## src/rtl/id_ex_pipe_reg.sv

```systemverilog
// id_ex_pipe_reg
//   ID/EX pipeline register with load-use hazard detection built in.
//   Each cycle it captures the decoded operands, register specifiers and
//   control of the instruction in ID. On a load-use hazard or a branch flush
//   it inserts a bubble instead. It freezes on a global hold. It also keeps
//   a saturating count of load-use bubbles.
//
// Ports
//   clk, rst_n                 clock (rising edge), asynchronous active-low reset
//   IFIDRs/IFIDRt/IFIDRd       register specifiers of the instruction in ID
//   IFIDUsesRt                 ID instruction reads Rt as a source
//   IFIDValid                  ID holds a real instruction
//   IDReadData1/2, IDImm       operands and sign-extended immediate from ID
//   IDCtrl                     [0]RegWrite [1]MemtoReg [2]MemRead [3]MemWrite
//                              [4]RegDst [5]ALUSrc [7:6]ALUOp
//   flush                      kill the ID instruction (branch taken in EX)
//   hold                       global freeze
//   IDEX*                      registered copies feeding EX and forwarding
//   IDEXValid                  EX holds a real instruction
//   stall                      combinational PCWrite/IFIDWrite inhibit
//   bubbleCount                saturating count of load-use bubbles
module id_ex_pipe_reg #(
  parameter int DATA_W = 32,
  parameter int REG_W  = 5,
  parameter int CNT_W  = 16
) (
  input  logic              clk,
  input  logic              rst_n,
  input  logic [REG_W-1:0]  IFIDRs,
  input  logic [REG_W-1:0]  IFIDRt,
  input  logic [REG_W-1:0]  IFIDRd,
  input  logic              IFIDUsesRt,
  input  logic              IFIDValid,
  input  logic [DATA_W-1:0] IDReadData1,
  input  logic [DATA_W-1:0] IDReadData2,
  input  logic [DATA_W-1:0] IDImm,
  input  logic [7:0]        IDCtrl,
  input  logic              flush,
  input  logic              hold,
  output logic [REG_W-1:0]  IDEXRs,
  output logic [REG_W-1:0]  IDEXRt,
  output logic [REG_W-1:0]  IDEXRd,
  output logic [DATA_W-1:0] IDEXReadData1,
  output logic [DATA_W-1:0] IDEXReadData2,
  output logic [DATA_W-1:0] IDEXImm,
  output logic [7:0]        IDEXCtrl,
  output logic              IDEXValid,
  output logic              stall,
  output logic [CNT_W-1:0]  bubbleCount
);

  logic [REG_W-1:0]  rs_p1, rt_p1, rd_p1;
  logic [DATA_W-1:0] rd1_p1, rd2_p1, imm_p1;
  logic [7:0]        ctrl_p1;
  logic              vld_p1;
  logic [CNT_W-1:0]  cnt_p1;
  logic              load_use;

  function automatic logic [CNT_W-1:0] sat_inc(input logic [CNT_W-1:0] c);
    return (&c) ? c : c + CNT_W'(1);
  endfunction

  // A real load in EX whose nonzero target is read by a real instruction in ID.
  // Rt only matters when the ID instruction actually sources it.
  assign load_use = vld_p1 & ctrl_p1[2] & IFIDValid & (rt_p1 != '0)
                  & ((rt_p1 == IFIDRs) | (IFIDUsesRt & (rt_p1 == IFIDRt)));

  // flush kills the ID instruction anyway, and hold already freezes upstream.
  assign stall = load_use & ~flush & ~hold;

  // ---- ID -> EX boundary ----
  always_ff @(posedge clk or negedge rst_n) begin
    if (!rst_n) begin
      rs_p1   <= '0;
      rt_p1   <= '0;
      rd_p1   <= '0;
      rd1_p1  <= '0;
      rd2_p1  <= '0;
      imm_p1  <= '0;
      ctrl_p1 <= '0;
      vld_p1  <= 1'b0;
      cnt_p1  <= '0;
    end else if (flush || (!hold && load_use)) begin
      // Bubble: specifiers are zeroed too so forwarding never matches it.
      rs_p1   <= '0;
      rt_p1   <= '0;
      rd_p1   <= '0;
      rd1_p1  <= '0;
      rd2_p1  <= '0;
      imm_p1  <= '0;
      ctrl_p1 <= '0;
      vld_p1  <= 1'b0;
      if (!flush) cnt_p1 <= sat_inc(cnt_p1);
    end else if (!hold) begin
      rs_p1   <= IFIDRs;
      rt_p1   <= IFIDRt;
      rd_p1   <= IFIDRd;
      rd1_p1  <= IDReadData1;
      rd2_p1  <= IDReadData2;
      imm_p1  <= IDImm;
      ctrl_p1 <= IFIDValid ? IDCtrl : 8'h00;
      vld_p1  <= IFIDValid;
    end
  end

  assign IDEXRs        = rs_p1;
  assign IDEXRt        = rt_p1;
  assign IDEXRd        = rd_p1;
  assign IDEXReadData1 = rd1_p1;
  assign IDEXReadData2 = rd2_p1;
  assign IDEXImm       = imm_p1;
  assign IDEXCtrl      = ctrl_p1;
  assign IDEXValid     = vld_p1;
  assign bubbleCount   = cnt_p1;

endmodule

```

## config.mk

```make
export PLATFORM = sky130hd
export DESIGN_NAME = id_ex_pipe_reg
export DESIGN_NICKNAME = d
export VERILOG_FILES = /design/src/rtl/id_ex_pipe_reg.sv
export SDC_FILE = /design/constraint.sdc
export NUM_CORES = 1
export LEC_CHECK = 0
export ABC_AREA = 1
export CAP_MARGIN = 5
export CORE_ASPECT_RATIO = 0.9
export CORE_MARGIN = 5
export CORE_UTILIZATION = 41
export DETAILED_ROUTE_END_ITERATION = 16
export GPL_ROUTABILITY_DRIVEN = 0
export HOLD_SLACK_MARGIN = 0.02
export PLACE_DENSITY = 0.78
export SLEW_MARGIN = 20
export SYNTH_ARGS = -nofsm -noshare
export SYNTH_HDL_FRONTEND = slang
export SYNTH_SLANG_ARGS = --single-unit
```

## constraint.sdc

```tcl
create_clock -name clk -period 3.35 [get_ports clk]
set_input_delay 0.5025 -clock clk [delete_from_list [all_inputs] [get_ports clk]]
set_output_delay 0.5025 -clock clk [all_outputs]
set_load 0.02 [all_outputs]
```

======== Word level (Yosys, flattened, before mapping) ========
Cells that the tools add are included.
storage, ports and cells
  register bits ........................... 136
  input port bits ......................... 125
  logic and storage cells ................. 47
cells by class
  add/subtract/negate cells ............... 1
  eq/ne operators ......................... 3
  multiplexer cells ....................... 17
  bitwise logic cells ..................... 11
  reductions and logical operators ........ 6
operator list
  cell                   number
  $mux 32                6
  $mux 5                 6
  $mux 8                 3
  $add 16x1->16 const B  1
  $reduce_and 16->1      1
  $eq 5x5->1             2
  $and 1x1->1            7
  $reduce_bool 5->1      1
  $not 1->1              3
  $reduce_and 3->1       1
  $mux 1                 2
  $ne 2x1->1 const B     1
  $logic_and 1x1->1      1
  $logic_not 1->1        1
  $logic_or 1x1->1       1
  $or 1x1->1             1

======== Logic depth before layout (Yosys ltp) ========
  depth in word-level cells ............... 7
  gate-level depth with buffers ........... 11
  mapped depth without buffers ............ 10

======== Least setup slack after synthesis ========
No wires, ideal clock.
  kind .................................... input to output
  start point ............................. input IFIDValid
  end point ............................... output stall
  arrival ................................. 1.623 ns
  data required time ...................... 2.847 ns
  setup slack ............................. 1.224 ns
  stages .................................. 8
  path buffers ............................ 3
  cell sequence ........................... buf_2 > and3_1 > nand3_1 > inv_2 > nand2_2 > buf_4 > buf_6 > nor2_1
between the ends
  word-level cells in the longest chain between the ends .. 5
RTL lines
  what                       RTL line  text
  start: declaration         33        input logic IFIDValid,
  $and 1x1->1 (2 in series)  65        assign load_use = vld_p1 & ctrl_p1[2] & IFIDValid & (rt_p1 != '0)
  $and 1x1->1                66        & ((rt_p1 == IFIDRs) | (IFIDUsesRt & (rt_p1 == IFIDRt)));
  $and 1x1->1 (2 in series)  69        assign stall = load_use & ~flush & ~hold;
  end: declaration           48        output logic stall,
Every way passes these cells.

======== Final worst setup path ========
  start point ............................. input IFIDRs[4]
  end point ............................... output stall
between the ends
  word-level cells in the longest chain between the ends .. 5
RTL lines
  what                       RTL line  text
  start: declaration         29        input logic [REG_W-1:0] IFIDRs,
  $eq 5x5->1                 66
  $or 1x1->1                 66
  $and 1x1->1                66
  $and 1x1->1 (2 in series)  69
Every way passes these cells.

==> flow_metrics.py <==
metrics = {
    "layout": {
        "layout_commonest_cell": "nand2_1",
        "regArea_um2": 3400,
        "num-nets-final": 1105,
        "fin_area_um2": 9480,
        "final_cell_mix": "290 x nand2_1, 259 x clkdlybuf4s50_1, 136 x dfrtp_1",
        "drive_gt1_share_pct": 8.68,
        "area_growth_pct": 53.0,
        "nFillCells": 1269,
        "multiInputGateArea_um2": 2410,
        "fin_cells": 1191,
    },
    "global_route": {
        "grtUsageTotal_pct": 20.9,
        "grt_pass1_wl_um": 29800,
        "grt_pass1_vias": 5703,
        "grt_start_max_net_pins": 105,
        "antenna_found_initial": 1,
        "overflow": 0,
    },
    "sta": {
        "post-route-worst-setup-slack_ps": 552,
        "rsz0062_at_grt": "false",
        "worstMarginPinSlew_ps": 847,
        "timing.final.hold_violations": 0,
        "finalSetupViolCount": 0,
        "final.setup.tns_ps": 0,
        "fin_crit_ps": 2800,
        "report.final.slew_viol_count": 0,
        "fmax_mhz": 357,
        "skew_ps": 8.80,
        "max-slew-margin-rel_pct": 43.5,
        "min_period_over_period_pct": 83.5,
    },
    "cts": {
        "numCtsBuffers": 17,
        "path_clk_slew_ps": 60,
        "clock_latency_ps": 410,
        "postCtsHoldBufs": 0,
        "cts_tree": "built",
        "cts_setup_buffers": 0,
        "cts-root-buf": "clkbuf_16",
        "cts_resized": 0,
        "clockBufferDepth": 2,
        "cts.sinks": 136,
        "htree_num_levels": 4,
    },
    "setup_path": {
        "crit_required_ps": 2850,
        "crit_path_end": "stall",
        "critPathArrivalTime_ps": 2300,
        "endpoint_kind": "output port",
        "crit_fanout": 2,
        "path_class": "in2out",
        "startpoint": "IFIDRs[4]",
        "reg2reg_slack_ps": 1260,
        "regToRegEndpoint": "bubbleCount[0]",
        "rr_worst_depth": 12,
        "crit-reg2reg-launch": "IDEXRt[1]",
        "worstSetupStartpointType": "input port",
    },
    "synth": {
        "synthCells": 732,
        "synth.net_count": 858,
        "ys_seq_elements": 136,
        "netlist_area_um2": 6200,
        "synth.distinct_cells": 29,
        "ys_warn_count": 0,
        "seq_area_frac_synth_pct": 54.9,
        "syn_avg_cell_area_um2": 8.46,
    },
    "detailed_routing": {
        "drc": 0,
        "drt_wl_total_um": 18700,
        "met2_length_um": 8680,
        "m1WireLength_um": 8220,
        "dr.max_layer_used": "met4",
        "vias": 5732,
        "drtPass1Iterations": 4,
        "ant_nets": 0,
        "wl_per_cell_um": 15.7,
        "wl_met3_um": 1520,
        "post_drt_via_cell_ratio": 4.81,
        "drt_iter0_drc": 349,
    },
    "die": {
        "io_pins": 262,
        "die_x_um": 140,
        "die_y_um": 127,
        "die_area_um2": 17700,
        "rows": 42,
        "start_util_pct": 42.0,
        "core-area_um2": 14800,
    },
    "status": {
        "status": "finished, final reports clean",
    },
    "hold_path": {
        "hp-class": "in2async",
    },
    "placement": {
        "portBuffers": 261,
        "dp_hpwl_um": 12900,
        "place_inst": 1158,
        "dpl_worst_slack_ps": 528,
        "placed_area_um2": 8950,
    },
    "power_and_ir_drop": {
        "p_leak_nw": 4.23,
        "p_per_area_nw_per_um2": 507,
        "peakVddDrop_v": 0.000478,
    },
    "flow_run": {
        "cap_violations": 0,
    },
}
[kinds of logic after synthesis]
logic type                 synth area share [%]
adders and majority gates                 0.202
DFF                                        54.9
buffers and inverters                      6.10
xor gates and xnor gates                   1.84
and+or+nand+nor                            26.1
AOI/OAI and AO/OA                          10.9
[state kept, by name (all words and copies together) (netlist names)]
register,flops
IDEXRt,5
IDEXReadData1,32
IDEXValid,1
IDEXReadData2,32
IDEXRs,5
bubbleCount,16
IDEXCtrl,8
IDEXImm,32
IDEXRd,5
[layer usage]
layer | global-route usage (%) | up-vias
met5 | 0 | -
met4 | 6.27 | 0
met3 | 7.19 | 21
met2 | 33.6 | 196
met1 | 26.9 | 2681
li1 | - | 2834
[worst max-delay path: stages]
cell and delay (ps):
clkdlybuf4s50_1 480, inv_1 60, nand2_1 50, nand2_1 70, nor2_1 100, nand3_1 100
nand2_1 140, nand2_2 80, nor2_1 90, clkdlybuf4s50_1 620
[stage by stage]
stage          hold WS, ps  util [%]  power, W
2_1_floorplan          207         -   0.00261
3_3_place_gp           508      60.6   0.00316
3_5_place_dp           512      60.6   0.00317
4_1_cts                123      64.1   0.00485
5_1_grt                145      64.2   0.00505
6_report              97.9      64.2   0.00481
[report_power, final]
part | internal, W | leakage [nW] | total (W) | switching (W)
Sequential | 0.00176 | 1.78 | 0.00188 | 0.000114
Combinational | 0.000589 | 2.19 | 0.00127 | 0.000681
Clock | 0.000952 | 0.257 | 0.00166 | 0.000707
[cell usage after synthesis]
library cell,n,area share (%)
nand2_4,1,0.18
inv_1,27,1.6
buf_1,2,0.12
nand3_2,1,0.16
inv_2,5,0.30
buf_4,2,0.24
a31oi_1,1,0.10
dfrtp_1,136,55
nand2_1,290,18
and3_1,1,0.10
a21oi_1,81,6.5
buf_8,3,0.73
nor3b_1,1,0.12
clkbuf_1,24,1.5
nand3b_1,2,0.24
buf_6,4,0.73
and2_1,1,0.10
nand2_2,1,0.10
nor3_1,3,0.24
xnor2_1,5,0.71
ha_1,1,0.20
nand3_1,26,2.1
nor2_1,42,2.5
nand4_2,1,0.20
nor3_4,1,0.26
buf_2,11,0.89
nand4_1,21,2.1
xor2_1,8,1.1
a21oi_2,30,4.2
[final cells by class]
class,count,area share [%]
clock buffer,18,4.63
tap,198,2.61
multi-input combinational,518,25.5
antenna,2,0.0528
inverter,32,1.28
clock inverter,13,0.884
timing repair buffer,274,29.1
sequential,136,35.9
[worst min-delay path by stage]
stage                startpoint         endpoint  slack (ps)  cells past startpoint
finish                    rst_n   bubbleCount[6]         100                      1
global route              rst_n   bubbleCount[6]         150                      1
CTS                       rst_n  bubbleCount[13]         120                      1
detailed placement  IDEXCtrl[3]      IDEXCtrl[3]         510                      2
global placement    IDEXCtrl[3]      IDEXCtrl[3]         510                      2
floorplan                 rst_n      IDEXCtrl[0]         210                      0
(Power assumes the default switching activity.)
==> RTL change (same flow settings) <==
Register the output `bubbleCount` once more, without a reset; this adds one clock of latency there. The other outputs are not delayed to match.
--- a/src/rtl/id_ex_pipe_reg.sv
+++ b/src/rtl/id_ex_pipe_reg.sv
@@ -112,5 +112,7 @@
   assign IDEXCtrl      = ctrl_p1;
   assign IDEXValid     = vld_p1;
-  assign bubbleCount   = cnt_p1;
+  always_ff @(posedge clk) begin
+    bubbleCount <= cnt_p1;
+  end
 
 endmodule
Formal check against the unedited RTL: not equivalent (a bounded check fails within 4 cycles, from zero or initial values and one cycle with rst_n low).
==> RTL change against the unedited design <==
Routed wire length increased by 4.0%. Global-route usage about the same. Non-clock buffer count decreased by 2. Worst setup slack got worse by 3.1 ps. Count of clock-buffer cells in the layout increased by 3. Area after synthesis increased by 5.3%. Fmax decreased by 0.11%. Worst hold slack got worse by 31 ps. Final cell count increased by 1.6%. Sequential cell count increased by 16. Cell area increased by 4.3%. Clock skew increased by 1.6 ps. Power increased by 12%. Die area increased by 4.9%.
==> RTL change: results (changes against the unedited design) <==
- Status: finished, final reports clean (unchanged)
- CTS root buf: clkbuf_16 (unchanged)
- ANT cells: 0 (was 2)
- IO buf count: 261 (unchanged)
- Async S/R FF share, synth: 89.5% (was 100%)
- Syn_nets: 876 (was 858)
- Final std cells w/o fill: 1210 (was 1191)
- Pleak: 4.44 nW (was 4.23 nW)
- Clock tree buffer depth: 2 (unchanged)
- WP buf/inv: 3 (unchanged)
- Post-route ant nets: 0 (unchanged)
- Postcts setup bufs: 0 (unchanged)
- WL final: 19.5 mm (was 18.7 mm)
- Cell variety after synth: 29 (unchanged)
- First-pass GRT wire length: 30.7 mm (was 29.8 mm)
- Worst skew pair latency: 420 ps
- Leading post-synthesis cells by cell area: dfrtp_1, nand2_1, a21oi_1 (unchanged)
- CP peak stage delay: 640 ps (was 620 ps)
- CP max-delay cell: clkdlybuf4s50_1 (unchanged)
- Nets: 1121 (was 1105)
- Worst-Margin Slew: 1110 ps (was 847 ps)
- Cell family with most CP delay: buffers and inverters (unchanged)
- Post-DP HPWL: 13.3 mm (was 12.9 mm)
- Initial antenna violation count: 0 (was 1)
- Seq/Total Area, Yosys: 57.1% (was 54.9%)
- H-tree levels: 4 (unchanged)
- Placed cell areas: 9270 um^2 (was 8950 um^2)
- Main synth FF type: dfrtp_1 (unchanged)
- FF-to-FF Start: IDEXRt[3] (was IDEXRt[1])
- R2r setup slk: 1210 ps (was 1260 ps)
- First-pass DRT Iterations: 5 (was 4)
- FILL cells: 1304 (was 1269)
- Net Sw Power: 1.56 mW (was 1.50 mW)
- Crit-path max FO: 2 (unchanged)
- Crit path launch: IFIDRs[3] (was IFIDRs[4])
- Syn Area/Cell: 8.70 um^2 (was 8.46 um^2)
- Hold Path Class: input port to asynchronous set/reset pin (unchanged)
- Largest net degree at the start of global routing: 105 (unchanged)
- Peak supply drop: 423 uV (was 478 uV)
- Count of yosys warnings during synthesis: 0 (unchanged)
- Critical Path AT: 2300 ps (about the same)
- CTS Buf Count: 17 (unchanged)
- DRT iter0 DRCs: 377 (was 349)
- Clock Skew: 10.4 ps (was 8.80 ps)
- Post-cts repair resize count: 0 (unchanged)
- Reg clk slew, reported paths: 60 ps (about the same)
- Number of global-route vias before repair: 5867 (was 5703)
- Final setup violation count: 0 (unchanged)
- Tot GR Track Use: 20.9% (about the same)
- Ratio of cells with drive above 1 in the final layout: 8.43% (was 8.68%)
- Via/cell ratio: 4.89 (was 4.81)
- Most frequent cells after synthesis: nand2_1, dfrtp_1, a21oi_1 (unchanged)
-- RTL change: cell types whose count changed after synthesis --
cell	change
dfxtp_1	+16
inv_1	+4
nand2_1	-2
and2_1	-1
buf_1	+1
clkbuf_1	-1
nand3_1	+1
nand4_1	+1
nor2_1	-1
-- RTL change: logic make-up after synthesis --
family	synth area share, %
XOR/XNOR	1.74
AND/OR/NAND/NOR	24.6
buffers and inverters	6.02
flip-flops	57.1
adder cells (fa/ha/maj)	0.192
AO/OA/AOI/OAI	10.3
-- RTL change: cell type report --
cell class / count / area (um^2) / area share [%]
Clock buffer: 21 / 480 / 4.86
Timing Repair Buffer: 272 / 2740 / 27.8
Clock inverter: 11 / 141 / 1.43
Sequential cell: 152 / 3720 / 37.7
Inverter: 36 / 136 / 1.38
Multi-Input combinational cell: 516 / 2410 / 24.4
Tap cell: 202 / 253 / 2.56
-- RTL change: worst reg2reg max path: stages, from the launching register on --
cell	delay (ps)
dfrtp_1	400
inv_1	150
nand2_1	70
nand2_1	100
nor2_1	50
nand3_1	70
nand2_1	130
nand2_2	100
buf_4	230
nand2_4	280
buf_12	310
a21oi_1	170
-- RTL change: metrics by stage --
stage               hold slack [ps]  setup slack, ps
global placement                408              543
finish                         66.8              549
CTS                            90.1              514
floorplan                       207             1220
global route                    106              400
detailed placement              415              519
-- RTL change: power by group through the flow --
stage          clock network, mW  logic [mW]  registers, mW
3_5_place_dp                   0        1.29           2.15
4_1_cts                     2.04        1.30           2.13
5_1_grt                     2.11        1.41           2.15
3_3_place_gp                   0        1.28           2.15
2_1_floorplan                  0       0.576           2.29
6_report                    1.99        1.28           2.13
-- RTL change: path summary, 6_finish.rpt --
kind | endpoint | depth (start not counted)
worst max register to register | IDEXReadData1[26] | 11
worst min register to register | bubbleCount[11] | 0
worst min-delay path | cnt_p1[14] | 1
max in group asynchronous | IDEXRd[3] | 2
min in group clk | bubbleCount[11] | 0
worst max-delay path | stall | 10
-- RTL change: per-layer routing --
| layer | GRT usage (%) | wire length (um) | vias up |
|---|---|---|---|
| li1 | - | - | 2884 |
| met1 | 26.8 | 8000 | 2764 |
| met2 | 33.5 | 9170 | 230 |
| met3 | 6.72 | 1820 | 37 |
| met4 | 7.21 | 488 | 0 |
| met5 | 0 | 0 | - |
